<file path="config.mk">
export PLATFORM = sky130hd
export DESIGN_NAME = alu_control_seq_flat
export DESIGN_NICKNAME = d
export VERILOG_FILES = /design/src/rtl/alu_ctrl_pkg.sv /design/src/rtl/alu_control_seq_if.sv /design/src/rtl/alu_control_seq_decode.sv /design/src/rtl/alu_control_seq.sv /design/src/flat_wrapper.sv
export SDC_FILE = /design/constraint.sdc
export NUM_CORES = 1
export LEC_CHECK = 0
export ABC_AREA = 0
export CORE_MARGIN = 3
export CORE_UTILIZATION = 48
export DETAILED_ROUTE_END_ITERATION = 6
export PLACE_DENSITY = 0.82
export SKIP_LAST_GASP = 1
export SYNTH_ARGS = -nofsm -noshare
export SYNTH_HDL_FRONTEND = slang
export SYNTH_SLANG_ARGS = --single-unit
</file>
<file path="constraint.sdc">
create_clock -name clk -period 7.1 [get_ports clk]
set_clock_uncertainty 0.2 [all_clocks]
set_input_delay 1.42 -clock clk [delete_from_list [all_inputs] [get_ports clk]]
set_output_delay 1.42 -clock clk [all_outputs]
set_load 0.1 [all_outputs]
</file>
<file path="src/rtl/alu_ctrl_pkg.sv">
// Shared constants and types for the ALU control unit and its MD sequencer.
// Holds op classes, funct codes, operation codes, MD op encodings, FSM states.
package alu_ctrl_pkg;

    localparam logic [2:0] AOP_LWSW  = 3'b000;
    localparam logic [2:0] AOP_BR    = 3'b001;
    localparam logic [2:0] AOP_SLTI  = 3'b010;
    localparam logic [2:0] AOP_ANDI  = 3'b011;
    localparam logic [2:0] AOP_ADDI  = 3'b100;
    localparam logic [2:0] AOP_ORI   = 3'b101;
    localparam logic [2:0] AOP_LUI   = 3'b110;
    localparam logic [2:0] AOP_RTYPE = 3'b111;

    localparam logic [5:0] F_SLL   = 6'b000000;
    localparam logic [5:0] F_SRL   = 6'b000010;
    localparam logic [5:0] F_MFHI  = 6'b010000;
    localparam logic [5:0] F_MFLO  = 6'b010010;
    localparam logic [5:0] F_MULT  = 6'b011000;
    localparam logic [5:0] F_MULTU = 6'b011001;
    localparam logic [5:0] F_DIV   = 6'b011010;
    localparam logic [5:0] F_DIVU  = 6'b011011;
    localparam logic [5:0] F_ADD   = 6'b100000;
    localparam logic [5:0] F_SUB   = 6'b100010;
    localparam logic [5:0] F_AND   = 6'b100100;
    localparam logic [5:0] F_OR    = 6'b100101;
    localparam logic [5:0] F_XOR   = 6'b100110;
    localparam logic [5:0] F_NOR   = 6'b100111;
    localparam logic [5:0] F_SLT   = 6'b101010;

    localparam logic [3:0] OP_SLL     = 4'b0000;
    localparam logic [3:0] OP_SRL     = 4'b0001;
    localparam logic [3:0] OP_OR      = 4'b0010;
    localparam logic [3:0] OP_ADD     = 4'b0011;
    localparam logic [3:0] OP_SUB     = 4'b0100;
    localparam logic [3:0] OP_LUI     = 4'b0101;
    localparam logic [3:0] OP_AND     = 4'b0110;
    localparam logic [3:0] OP_NOR     = 4'b0111;
    localparam logic [3:0] OP_SLT     = 4'b1000;
    localparam logic [3:0] OP_NOP     = 4'b1001;
    localparam logic [3:0] OP_XOR     = 4'b1010;
    localparam logic [3:0] OP_PASS_HI = 4'b1100;
    localparam logic [3:0] OP_PASS_LO = 4'b1101;

    typedef logic [1:0] md_op_t;
    localparam md_op_t MD_MULT  = 2'b00;
    localparam md_op_t MD_MULTU = 2'b01;
    localparam md_op_t MD_DIV   = 2'b10;
    localparam md_op_t MD_DIVU  = 2'b11;

    typedef enum logic [1:0] {
        ST_IDLE,
        ST_BUSY,
        ST_DONE
    } state_t;

    function automatic int max_int(input int a, input int b);
        return (a > b) ? a : b;
    endfunction

endpackage

</file>
<file path="src/rtl/alu_control_seq_if.sv">
// EX-stage bundle between main control and the ALU control unit.
// slave: the ALU control unit; master: the pipeline/control side.
interface alu_ctrl_if
    import alu_ctrl_pkg::*;
#(
    parameter int ALU_OP_WIDTH    = 3,
    parameter int OPERATION_WIDTH = 4
);
    logic                       valid_i;
    logic [ALU_OP_WIDTH-1:0]    alu_op_i;
    logic [5:0]                 alu_function_i;
    logic [OPERATION_WIDTH-1:0] alu_operation_o;
    logic                       illegal_o;
    logic                       md_start_o;
    md_op_t                     md_op_o;
    logic                       stall_o;
    logic                       hilo_we_o;

    modport master (
        output valid_i, alu_op_i, alu_function_i,
        input  alu_operation_o, illegal_o, md_start_o,
        input  md_op_o, stall_o, hilo_we_o
    );

    modport slave (
        input  valid_i, alu_op_i, alu_function_i,
        output alu_operation_o, illegal_o, md_start_o,
        output md_op_o, stall_o, hilo_we_o
    );
endinterface

</file>
<file path="src/rtl/alu_control_seq_decode.sv">
// Combinational selector decode: {alu_op, funct} -> operation/illegal/MD info.
// Ports: i_valid, i_alu_op, i_funct in; o_operation, o_illegal, o_is_md, o_md_op out.
module alu_op_decode
    import alu_ctrl_pkg::*;
#(
    parameter int ALU_OP_WIDTH    = 3,
    parameter int OPERATION_WIDTH = 4
) (
    input  logic                       i_valid,
    input  logic [ALU_OP_WIDTH-1:0]    i_alu_op,
    input  logic [5:0]                 i_funct,
    output logic [OPERATION_WIDTH-1:0] o_operation,
    output logic                       o_illegal,
    output logic                       o_is_md,
    output md_op_t                     o_md_op
);
    logic [3:0] w_op;
    logic       w_unmapped;
    logic       w_is_md;

    always_comb begin
        w_op       = OP_NOP;
        w_unmapped = 1'b0;
        w_is_md    = 1'b0;
        case (i_alu_op)
            ALU_OP_WIDTH'(AOP_LWSW):  w_op = OP_ADD;
            ALU_OP_WIDTH'(AOP_BR):    w_op = OP_SUB;
            ALU_OP_WIDTH'(AOP_SLTI):  w_op = OP_SLT;
            ALU_OP_WIDTH'(AOP_ANDI):  w_op = OP_AND;
            ALU_OP_WIDTH'(AOP_ADDI):  w_op = OP_ADD;
            ALU_OP_WIDTH'(AOP_ORI):   w_op = OP_OR;
            ALU_OP_WIDTH'(AOP_LUI):   w_op = OP_LUI;
            ALU_OP_WIDTH'(AOP_RTYPE): begin
                case (i_funct)
                    F_ADD:  w_op = OP_ADD;
                    F_SUB:  w_op = OP_SUB;
                    F_AND:  w_op = OP_AND;
                    F_OR:   w_op = OP_OR;
                    F_XOR:  w_op = OP_XOR;
                    F_NOR:  w_op = OP_NOR;
                    F_SLT:  w_op = OP_SLT;
                    F_SLL:  w_op = OP_SLL;
                    F_SRL:  w_op = OP_SRL;
                    F_MFHI: w_op = OP_PASS_HI;
                    F_MFLO: w_op = OP_PASS_LO;
                    F_MULT, F_MULTU, F_DIV, F_DIVU: w_is_md = 1'b1;
                    default: w_unmapped = 1'b1;
                endcase
            end
            default: w_unmapped = 1'b1;
        endcase
    end

    // funct[1:0] of 0110xx already matches the MD op encoding
    assign o_md_op     = i_funct[1:0];
    assign o_is_md     = w_is_md;
    assign o_operation = OPERATION_WIDTH'(w_op);
    assign o_illegal   = w_unmapped & i_valid;
endmodule

</file>
<file path="src/rtl/alu_control_seq.sv">
// EX-stage ALU control with multi-cycle MULT/DIV sequencer (IDLE/BUSY/DONE).
// Ports: clk, reset (sync, active-high), bus (alu_ctrl_if.slave).
module alu_control_seq
    import alu_ctrl_pkg::*;
#(
    parameter int ALU_OP_WIDTH    = 3,
    parameter int OPERATION_WIDTH = 4,
    parameter int MUL_LATENCY     = 4,
    parameter int DIV_LATENCY     = 32,
    parameter int REG_OUT         = 0
) (
    input  logic       clk,
    input  logic       reset,
    alu_ctrl_if.slave  bus
);
    localparam int MAXLAT = max_int(MUL_LATENCY, DIV_LATENCY);
    localparam int CW     = (MAXLAT > 1) ? $clog2(MAXLAT) : 1;
    localparam logic [CW-1:0] MUL_LOAD = CW'(MUL_LATENCY - 1);
    localparam logic [CW-1:0] DIV_LOAD = CW'(DIV_LATENCY - 1);

    logic [OPERATION_WIDTH-1:0] w_op;
    logic                       w_ill;
    logic                       w_is_md;
    md_op_t                     w_dec_md_op;

    alu_op_decode #(
        .ALU_OP_WIDTH    (ALU_OP_WIDTH),
        .OPERATION_WIDTH (OPERATION_WIDTH)
    ) u_dec (
        .i_valid     (bus.valid_i),
        .i_alu_op    (bus.alu_op_i),
        .i_funct     (bus.alu_function_i),
        .o_operation (w_op),
        .o_illegal   (w_ill),
        .o_is_md     (w_is_md),
        .o_md_op     (w_dec_md_op)
    );

    state_t          r_state;
    state_t          w_state_nxt;
    logic [CW-1:0]   r_cnt;
    logic [CW-1:0]   w_cnt_nxt;
    logic [CW-1:0]   w_load;
    md_op_t          r_md_op;
    md_op_t          w_md_op_nxt;
    md_op_t          w_md_op_out;
    logic            w_start;
    logic            w_stall;
    logic            w_hilo_we;

    assign w_load = w_dec_md_op[1] ? DIV_LOAD : MUL_LOAD;

    always_comb begin
        w_state_nxt = r_state;
        w_cnt_nxt   = r_cnt;
        w_md_op_nxt = r_md_op;
        w_md_op_out = r_md_op;
        w_start     = 1'b0;
        w_stall     = 1'b0;
        w_hilo_we   = 1'b0;
        unique case (r_state)
            ST_IDLE: begin
                if (bus.valid_i && w_is_md) begin
                    w_start     = 1'b1;
                    w_stall     = 1'b1;
                    w_md_op_nxt = w_dec_md_op;
                    // MD unit needs the op in the start cycle itself
                    w_md_op_out = w_dec_md_op;
                    w_cnt_nxt   = w_load;
                    w_state_nxt = (w_load == '0) ? ST_DONE : ST_BUSY;
                end
            end
            ST_BUSY: begin
                w_stall   = 1'b1;
                w_cnt_nxt = r_cnt - 1'b1;
                // counter hits 0 on the last stall cycle, so DONE lands
                // exactly LATENCY cycles after the accept
                if (r_cnt == CW'(1)) begin
                    w_state_nxt = ST_DONE;
                end
            end
            ST_DONE: begin
                w_hilo_we   = 1'b1;
                w_state_nxt = ST_IDLE;
            end
            default: w_state_nxt = ST_IDLE;
        endcase
    end

    always_ff @(posedge clk) begin
        if (reset) begin
            r_state <= ST_IDLE;
            r_cnt   <= '0;
            r_md_op <= MD_MULT;
        end else begin
            r_state <= w_state_nxt;
            r_cnt   <= w_cnt_nxt;
            r_md_op <= w_md_op_nxt;
        end
    end

    assign bus.md_start_o = w_start;
    assign bus.md_op_o    = w_md_op_out;
    assign bus.stall_o    = w_stall;
    assign bus.hilo_we_o  = w_hilo_we;

    if (REG_OUT != 0) begin : g_reg
        logic [OPERATION_WIDTH-1:0] r_op;
        logic                       r_ill;
        always_ff @(posedge clk) begin
            if (reset) begin
                r_op  <= OPERATION_WIDTH'(OP_NOP);
                r_ill <= 1'b0;
            end else begin
                r_op  <= w_op;
                r_ill <= w_ill;
            end
        end
        assign bus.alu_operation_o = r_op;
        assign bus.illegal_o       = r_ill;
    end else begin : g_comb
        assign bus.alu_operation_o = w_op;
        assign bus.illegal_o       = w_ill;
    end
endmodule

</file>
<file path="src/flat_wrapper.sv">
// flat-port wrapper written by rule: the top's interface ports become plain ports
module alu_control_seq_flat import alu_ctrl_pkg::*;
#(
    parameter int ALU_OP_WIDTH    = 3,
    parameter int OPERATION_WIDTH = 4,
    parameter int MUL_LATENCY     = 4,
    parameter int DIV_LATENCY     = 32,
    parameter int REG_OUT         = 0
)
  (clk, reset, bus_valid_i, bus_alu_op_i, bus_alu_function_i, bus_alu_operation_o, bus_illegal_o, bus_md_start_o, bus_md_op_o, bus_stall_o, bus_hilo_we_o);
  alu_ctrl_if #(.ALU_OP_WIDTH(ALU_OP_WIDTH), .OPERATION_WIDTH(OPERATION_WIDTH)) bus_i ();
  input  logic clk;
  input  logic reset;
  input wire logic [$bits(bus_i.valid_i)-1:0] bus_valid_i;
  input wire logic [$bits(bus_i.alu_op_i)-1:0] bus_alu_op_i;
  input wire logic [$bits(bus_i.alu_function_i)-1:0] bus_alu_function_i;
  output wire logic [$bits(bus_i.alu_operation_o)-1:0] bus_alu_operation_o;
  output wire logic [$bits(bus_i.illegal_o)-1:0] bus_illegal_o;
  output wire logic [$bits(bus_i.md_start_o)-1:0] bus_md_start_o;
  output wire logic [$bits(bus_i.md_op_o)-1:0] bus_md_op_o;
  output wire logic [$bits(bus_i.stall_o)-1:0] bus_stall_o;
  output wire logic [$bits(bus_i.hilo_we_o)-1:0] bus_hilo_we_o;
  assign bus_i.valid_i = bus_valid_i;
  assign bus_i.alu_op_i = bus_alu_op_i;
  assign bus_i.alu_function_i = bus_alu_function_i;
  assign bus_alu_operation_o = bus_i.alu_operation_o;
  assign bus_illegal_o = bus_i.illegal_o;
  assign bus_md_start_o = bus_i.md_start_o;
  assign bus_md_op_o = bus_i.md_op_o;
  assign bus_stall_o = bus_i.stall_o;
  assign bus_hilo_we_o = bus_i.hilo_we_o;
  alu_control_seq #(.ALU_OP_WIDTH(ALU_OP_WIDTH), .OPERATION_WIDTH(OPERATION_WIDTH), .MUL_LATENCY(MUL_LATENCY), .DIV_LATENCY(DIV_LATENCY), .REG_OUT(REG_OUT)) u_core (.clk(clk), .reset(reset), .bus(bus_i));
endmodule
</file>
==> reports/qor.yml, run 1 <==
outcome:
  outcome: "finished clean"
critical_path:
  regToRegEndpoint: "u_core.r_md_op[0]"
  critPathBufInv: 2
  ff2ff_setup_slack_ns: 5.24
  worstReg2RegStart: "u_core.r_state[1]"
  worst_ep_arrival_time_ns: 4.17
  cp-end-kind: "output port"
  slowest_delay_ns: 1.13
  crit_path_cell_trace: "clkdlybuf4s50_1 > or2_4 > or4_4 > nand2_1 > clkdlybuf4s50_1"
  crit_fanout: 10
  cp_common_cell: "clkdlybuf4s50_1"
  slowest_stage: "clkdlybuf4s50_1"
  crit_path_start_kind: "input pin"
  cp_top_family: "buffers and inverters"
  required_ns: 5.48
  worst-setup-path-type: "input pin to output port"
  reg2regPathDepth: 4
yosys:
  synthCells: 94
  synth_top_flop_cell: "dfxtp_1"
  synth_cell_types: 34
  yosysWarnings: 0
  synth-edff-count: 0
  syn_area_per_cell_um2: 7.51
  syn-cell-area_um2: 706
  ys_ff_latch: 9
  syn-num-nets: 108
  synthArstFlopShare_pct: 0
  ys_seq_area_share_pct: 25.5
run:
  drv.max_cap_violation_count: 0
min_path:
  hold_start: "u_core.r_md_op[1]"
  holdPathEnd: "u_core.r_md_op[1]"
  min_delay_path_depth: 2
  hp-class: "flip-flop to flip-flop"
pwr:
  switching_share_pct: 34.2
  p_int_uw: 86.9
  switchingPower_uw: 45.2
  p_leak_nw: 0.340
  cellPowerDensity_nw_per_um2: 145
  clock_power_share_pct: 29.2
  peakVddDrop_mv: 0.111
  p_seq_share_pct: 38.6
  comb_power_share_pct: 32.2
grt:
  grt-ovfl-total: 0
  gr-usage-met3_pct: 7.72
  antenna_found_initial: 0
  use_met1_pct: 25.7
  grt_pass1_vias: 670
  top_usage_layer: "met2"
  grt_max_degree: 11
  grtUsageMet2_pct: 26.5
  track_usage_pct: 18.4
  grt_pass1_wl_um: 2750
clock_network:
  post_cts_buffers: 0
  h-tree-depth: 1
  cts_tree: "done"
  clk_latency_ns: 0.26
  cts_hold_buf: 0
  cts_resized: 0
  clk_pin_slew_ns: 0.06
  clock_sinks: 9
  cts_buffers: 3
  cts-root-buf: "clkbuf_4"
  clockBufferDepth: 2
placement:
  hpwl_um: 1210
  io_buffers: 21
  place_ws_ns: 1.30
  place_congestion: 0.762
floorplanning:
  io_pins: 22
  die_y_um: 44.3
  placementRows: 13
  die-area_um2: 1970
  dieWidth_um: 44.3
  core-area_um2: 1330
  start_util_pct: 52.9
timing:
  slew_viol_final: 0
  period_needed_ns: 5.79
  setup_viol: 0
  hold_viol: 0
  rsz0062_at_grt: "false"
  worst_slack_ns: 1.31
  period_share_pct: 81.6
  slew_headroom_pct: 35.1
  fmax_mhz: 173
  worst_pin_slew_ns: 0.970
  finalSetupTns_ns: 0
drt:
  wirelength_um: 1560
  drc_errors: 0
  final_antenna_net_count: 0
  dr.pass1.iters: 4
  viasPerCell: 5.60
  vias: 711
  wire_per_inst_um: 12.3
  drt_iter0_drc: 12
finish:
  finalNetCount: 127
  num_antenna_cells: 0
  areaGrowthSynthToFinish_pct: 29.4
  post_route_cells_drive_above_1_share_pct: 13.4
  final_common_cell: "clkdlybuf4s50_1"
  layout_common_cells: "clkdlybuf4s50_1, nand2_1, dfxtp_1"
## cells in the mapped netlist, types with 2 or more instances
| cell type | count | area (um^2) |
|---|---|---|
| a21oi_1 | 8 | 40.0 |
| buf_6 | 2 | 22.5 |
| or2_4 | 2 | 17.5 |
| ha_1 | 2 | 25.0 |
| nor2_1 | 3 | 11.3 |
| nand3_1 | 6 | 30.0 |
| clkbuf_1 | 4 | 15.0 |
| or2_2 | 4 | 25.0 |
| dfxtp_1 | 9 | 180 |
| a31oi_1 | 5 | 31.3 |
| nor3_1 | 3 | 15.0 |
| nand2b_1 | 3 | 18.8 |
| nand2_1 | 11 | 41.3 |
| inv_1 | 5 | 18.8 |
| nor2b_1 | 4 | 25.0 |
| o311ai_0 | 2 | 17.5 |
| o21a_1 | 2 | 15.0 |
| o21ai_0 | 2 | 10.0 |
| nor4_1 | 2 | 12.5 |
## worst min-delay path: cells and delay by family, from the launching register on
kind | cells | cell delay (ns)
compound gates | 1 | 0.06
simple gates | 1 | 0.07
flops | 1 | 0.30
## sequential cells by signal (all words and copies together), names as in the netlist
name,cells
u_core.r_cnt,5
u_core.r_state,2
u_core.r_md_op,2
## layer usage
metal  up-vias  part of all wire, %
met5         -                    0
met1       322                   51
met2        16                   43
li1        373                    -
met4         0                    0
met3         0                  5.6
## metrics by stage
| stage | util (%) | hold slack (ns) | power, mW | instance area (um^2) | std cells |
|---|---|---|---|---|---|
| after floorplan | - | 0.239 | 0.0820 | 706 | 94 |
| after global placement | 66.5 | 0.254 | 0.0941 | 887 | 123 |
| after detailed placement | 66.5 | 0.269 | 0.0945 | 887 | 123 |
| after CTS | 68.5 | 0.279 | 0.134 | 913 | 127 |
| after global routing | 68.5 | 0.298 | 0.140 | 913 | 127 |
| final | 68.5 | 0.273 | 0.132 | 913 | 127 |
## logic make-up after synthesis
kind of cell	after synthesis	share of synthesized area, %
AO/OA/AOI/OAI	26	24.6
XOR/XNOR	1	1.24
adder cells (fa/ha/maj)	2	3.55
buffers and inverters	12	8.69
flip-flops	9	25.5
multiplexers	1	2.13
AND/OR/NAND/NOR	43	34.2
## how the worst max path moves through the flow
stage                                     start             end  slack, ns  cells past startpoint
after global routing      bus_alu_function_i[2]     bus_stall_o       1.22                      5
final                     bus_alu_function_i[2]     bus_stall_o       1.31                      5
after global placement    bus_alu_function_i[2]     bus_stall_o       1.32                      5
after detailed placement  bus_alu_function_i[2]     bus_stall_o       1.30                      5
after floorplan           bus_alu_function_i[2]  bus_md_start_o       0.66                      3
after CTS                 bus_alu_function_i[2]     bus_stall_o       1.29                      5
## area by class of cell
class | count | area, um^2
multi-input combinational | 73 | 464
fill | 119 | 420
timing repair buffer | 21 | 205
sequential | 9 | 180
clock buffer | 4 | 26.3
inverter | 5 | 18.8
tap | 15 | 18.8
## power groups by stage
| stage | clock (mW) | combinational [mW] | sequential (mW) |
|---|---|---|---|
| finish | 0.0386 | 0.0426 | 0.0510 |
| detailed placement | 0 | 0.0424 | 0.0521 |
| floorplan | 0 | 0.0299 | 0.0521 |
| global placement | 0 | 0.0420 | 0.0521 |
| global route | 0.0432 | 0.0454 | 0.0510 |
| CTS | 0.0404 | 0.0426 | 0.0510 |
(Power assumes the default switching activity.)
==> run 2: changes to the inputs <==
--- a/config.mk
+++ b/config.mk
@@ -7,9 +7,9 @@
 export LEC_CHECK = 0
 export ABC_AREA = 0
 export CORE_MARGIN = 3
-export CORE_UTILIZATION = 48
+export CORE_UTILIZATION = 40
 export DETAILED_ROUTE_END_ITERATION = 6
-export PLACE_DENSITY = 0.82
+export PLACE_DENSITY = 0.73
 export SKIP_LAST_GASP = 1
 export SYNTH_ARGS = -nofsm -noshare
 export SYNTH_HDL_FRONTEND = slang
==> constraint.sdc (replaced) <==
create_clock -name clk -period 4.8 [get_ports clk]
set_clock_uncertainty 0.2 [all_clocks]
set_input_delay 0.96 -clock clk [delete_from_list [all_inputs] [get_ports clk]]
set_output_delay 0.96 -clock clk [all_outputs]
set_load 0.1 [all_outputs]
==> reports/qor.yml, run 2 (synthesis results as in run 1) <==
grt:
  track_usage_pct: 15.9  # was 18.4%
  antenna_found_initial: 0  # unchanged
  grt_pass1_vias: 591  # was 670
  grt-ovfl-total: 0  # unchanged
  grt_max_degree: 11  # unchanged
  grt_pass1_wl_um: 2520  # was 2750 um
clock_network:
  cts_hold_buf: 0  # unchanged
  clk_latency_ns: 0.27  # was 0.26 ns
  cts-root-buf: "clkbuf_4"  # unchanged
  cts_buffers: 3  # unchanged
  h-tree-depth: 1  # unchanged
  post_cts_buffers: 0  # unchanged
  cts_resized: 0  # unchanged
  clock_sinks: 9  # unchanged
  clockBufferDepth: 2  # unchanged
  cts_tree: "done"  # unchanged
  clk_pin_slew_ns: 0.06  # about the same
finish:
  num_antenna_cells: 0  # unchanged
  largest_register: "u_core.r_cnt"  # unchanged
  post_route_cells_drive_above_1_share_pct: 21.4  # was 13.4%
  final-instance-count-excl-fill: 128  # was 127
  postLayoutCellArea_um2: 946  # was 913 um^2
  top_regs: "u_core.r_cnt (5), u_core.r_md_op (2), u_core.r_state (2)"  # unchanged
  largest_reg_flops: 5  # unchanged
  finalNetCount: 127  # unchanged
  final_core_util_pct: 60.0  # was 68.5%
  areaGrowthSynthToFinish_pct: 34.0  # was 29.4%
  fillers: 159  # was 119
  final_common_cell: "clkdlybuf4s50_1"  # unchanged
  layout_common_cells: "clkdlybuf4s50_1, nand2_1, dfxtp_1"  # unchanged
placement:
  dp_cells: 124  # was 123
  hpwl_um: 1250  # was 1210 um
  dpl_cell_area_um2: 920  # was 887 um^2
  place_congestion: 0.792  # was 0.762
  io_buffers: 21  # unchanged
  place_ws_ns: 0.600  # was 1.30 ns
floorplanning:
  die-area_um2: 2300  # was 1970 um^2
  core-area_um2: 1580  # was 1330 um^2
  dieWidth_um: 48  # was 44.3 um
  start_util_pct: 44.8  # was 52.9%
  placementRows: 14  # was 13
  die_y_um: 48  # was 44.3 um
  io_pins: 22  # unchanged
timing:
  worst_slack_ns: 0.571  # was 1.31 ns
  fmax_mhz: 236
  finalSetupTns_ns: 0  # unchanged
  hold_viol: 0  # unchanged
  slew_headroom_pct: 35.3  # was 35.1%
  period_share_pct: 88.1
  period_needed_ns: 4.23
  slew_viol_final: 0  # unchanged
  whs_ns: 0.298  # was 0.273 ns
  setup_viol: 0  # unchanged
  worst_pin_slew_ns: 0.968  # was 0.970 ns
  rsz0062_at_grt: "false"  # unchanged
run:
  drv.max_cap_violation_count: 0  # unchanged
critical_path:
  worst_ep_arrival_time_ns: 3.07  # was 4.17 ns
  cp-end-kind: "output port"  # unchanged
  crit_fanout: 10  # unchanged
  worst-setup-path-type: "input pin to output port"  # unchanged
  required_ns: 3.64  # was 5.48 ns
  crit_path_start_kind: "input pin"  # unchanged
drt:
  drt_iter0_drc: 20  # was 12
  viasPerCell: 5.49  # was 5.60
  wire_per_inst_um: 12.7  # was 12.3 um
  met3_length_um: 97  # was 88 um
  dr.pass1.iters: 4  # unchanged
  wirelength_um: 1630  # was 1560 um
  vias: 703  # was 711
  drc_errors: 0  # unchanged
  top_layer_used: "met4"  # was met3
  final_antenna_net_count: 0  # unchanged
  wl_met2_um: 663  # was 673 um
  m1WireLength_um: 842  # was 802 um
pwr:
  power_uw: 197  # was 132 uW
  peakVddDrop_mv: 0.159  # was 0.111 mV
  p_leak_nw: 0.360  # was 0.340 nW
  cellPowerDensity_nw_per_um2: 208  # was 145 nW/um^2
min_path:
  hp-class: "flip-flop to flip-flop"  # unchanged
outcome:
  outcome: "finished clean"  # unchanged
## run 2: where the power goes
group | internal (mW) | leakage, nW | switching (mW) | total, mW
combinational | 0.0211 | 0.272 | 0.0422 | 0.0633
sequential | 0.0751 | 0.0725 | 0.000348 | 0.0755
clock | 0.0320 | 0.0150 | 0.0262 | 0.0583
## run 2: area by class of cell
cell class	instances	area, um^2	share of cell area (%)
timing repair buffer	21	225	23.8
clock buffer	4	26.3	2.78
inverter	5	18.8	1.98
multi-input combinational	73	475	50.3
tap	16	20.0	2.12
sequential	9	180	19.0
## run 2: path summary, 6_finish.rpt
check / from / to / slack (ns) / depth (start not counted)
setup / recovery: bus_alu_function_i[2] / bus_md_op_o[1] / 0.57 / 6
hold / removal: u_core.r_md_op[1] / u_core.r_md_op[1] / 0.30 / 2
hold reg to reg: u_core.r_md_op[1] / u_core.r_md_op[1] / 0.30 / 2
setup reg to reg: u_core.r_state[1] / u_core.r_md_op[0] / 2.91 / 4
## run 2: routing by layer
layer,vias to the layer above,GRT usage (%)
met3,4,6.39
met1,311,23.0
li1,371,-
met4,0,10.2
met2,17,18.7
met5,-,0
## run 2: critical path: stages
cell             delay [ns]
clkdlybuf4s50_1        0.58
or2_4                  0.34
or4_4                  0.60
or2_4                  0.28
nand2_1                0.12
buf_12                 0.18
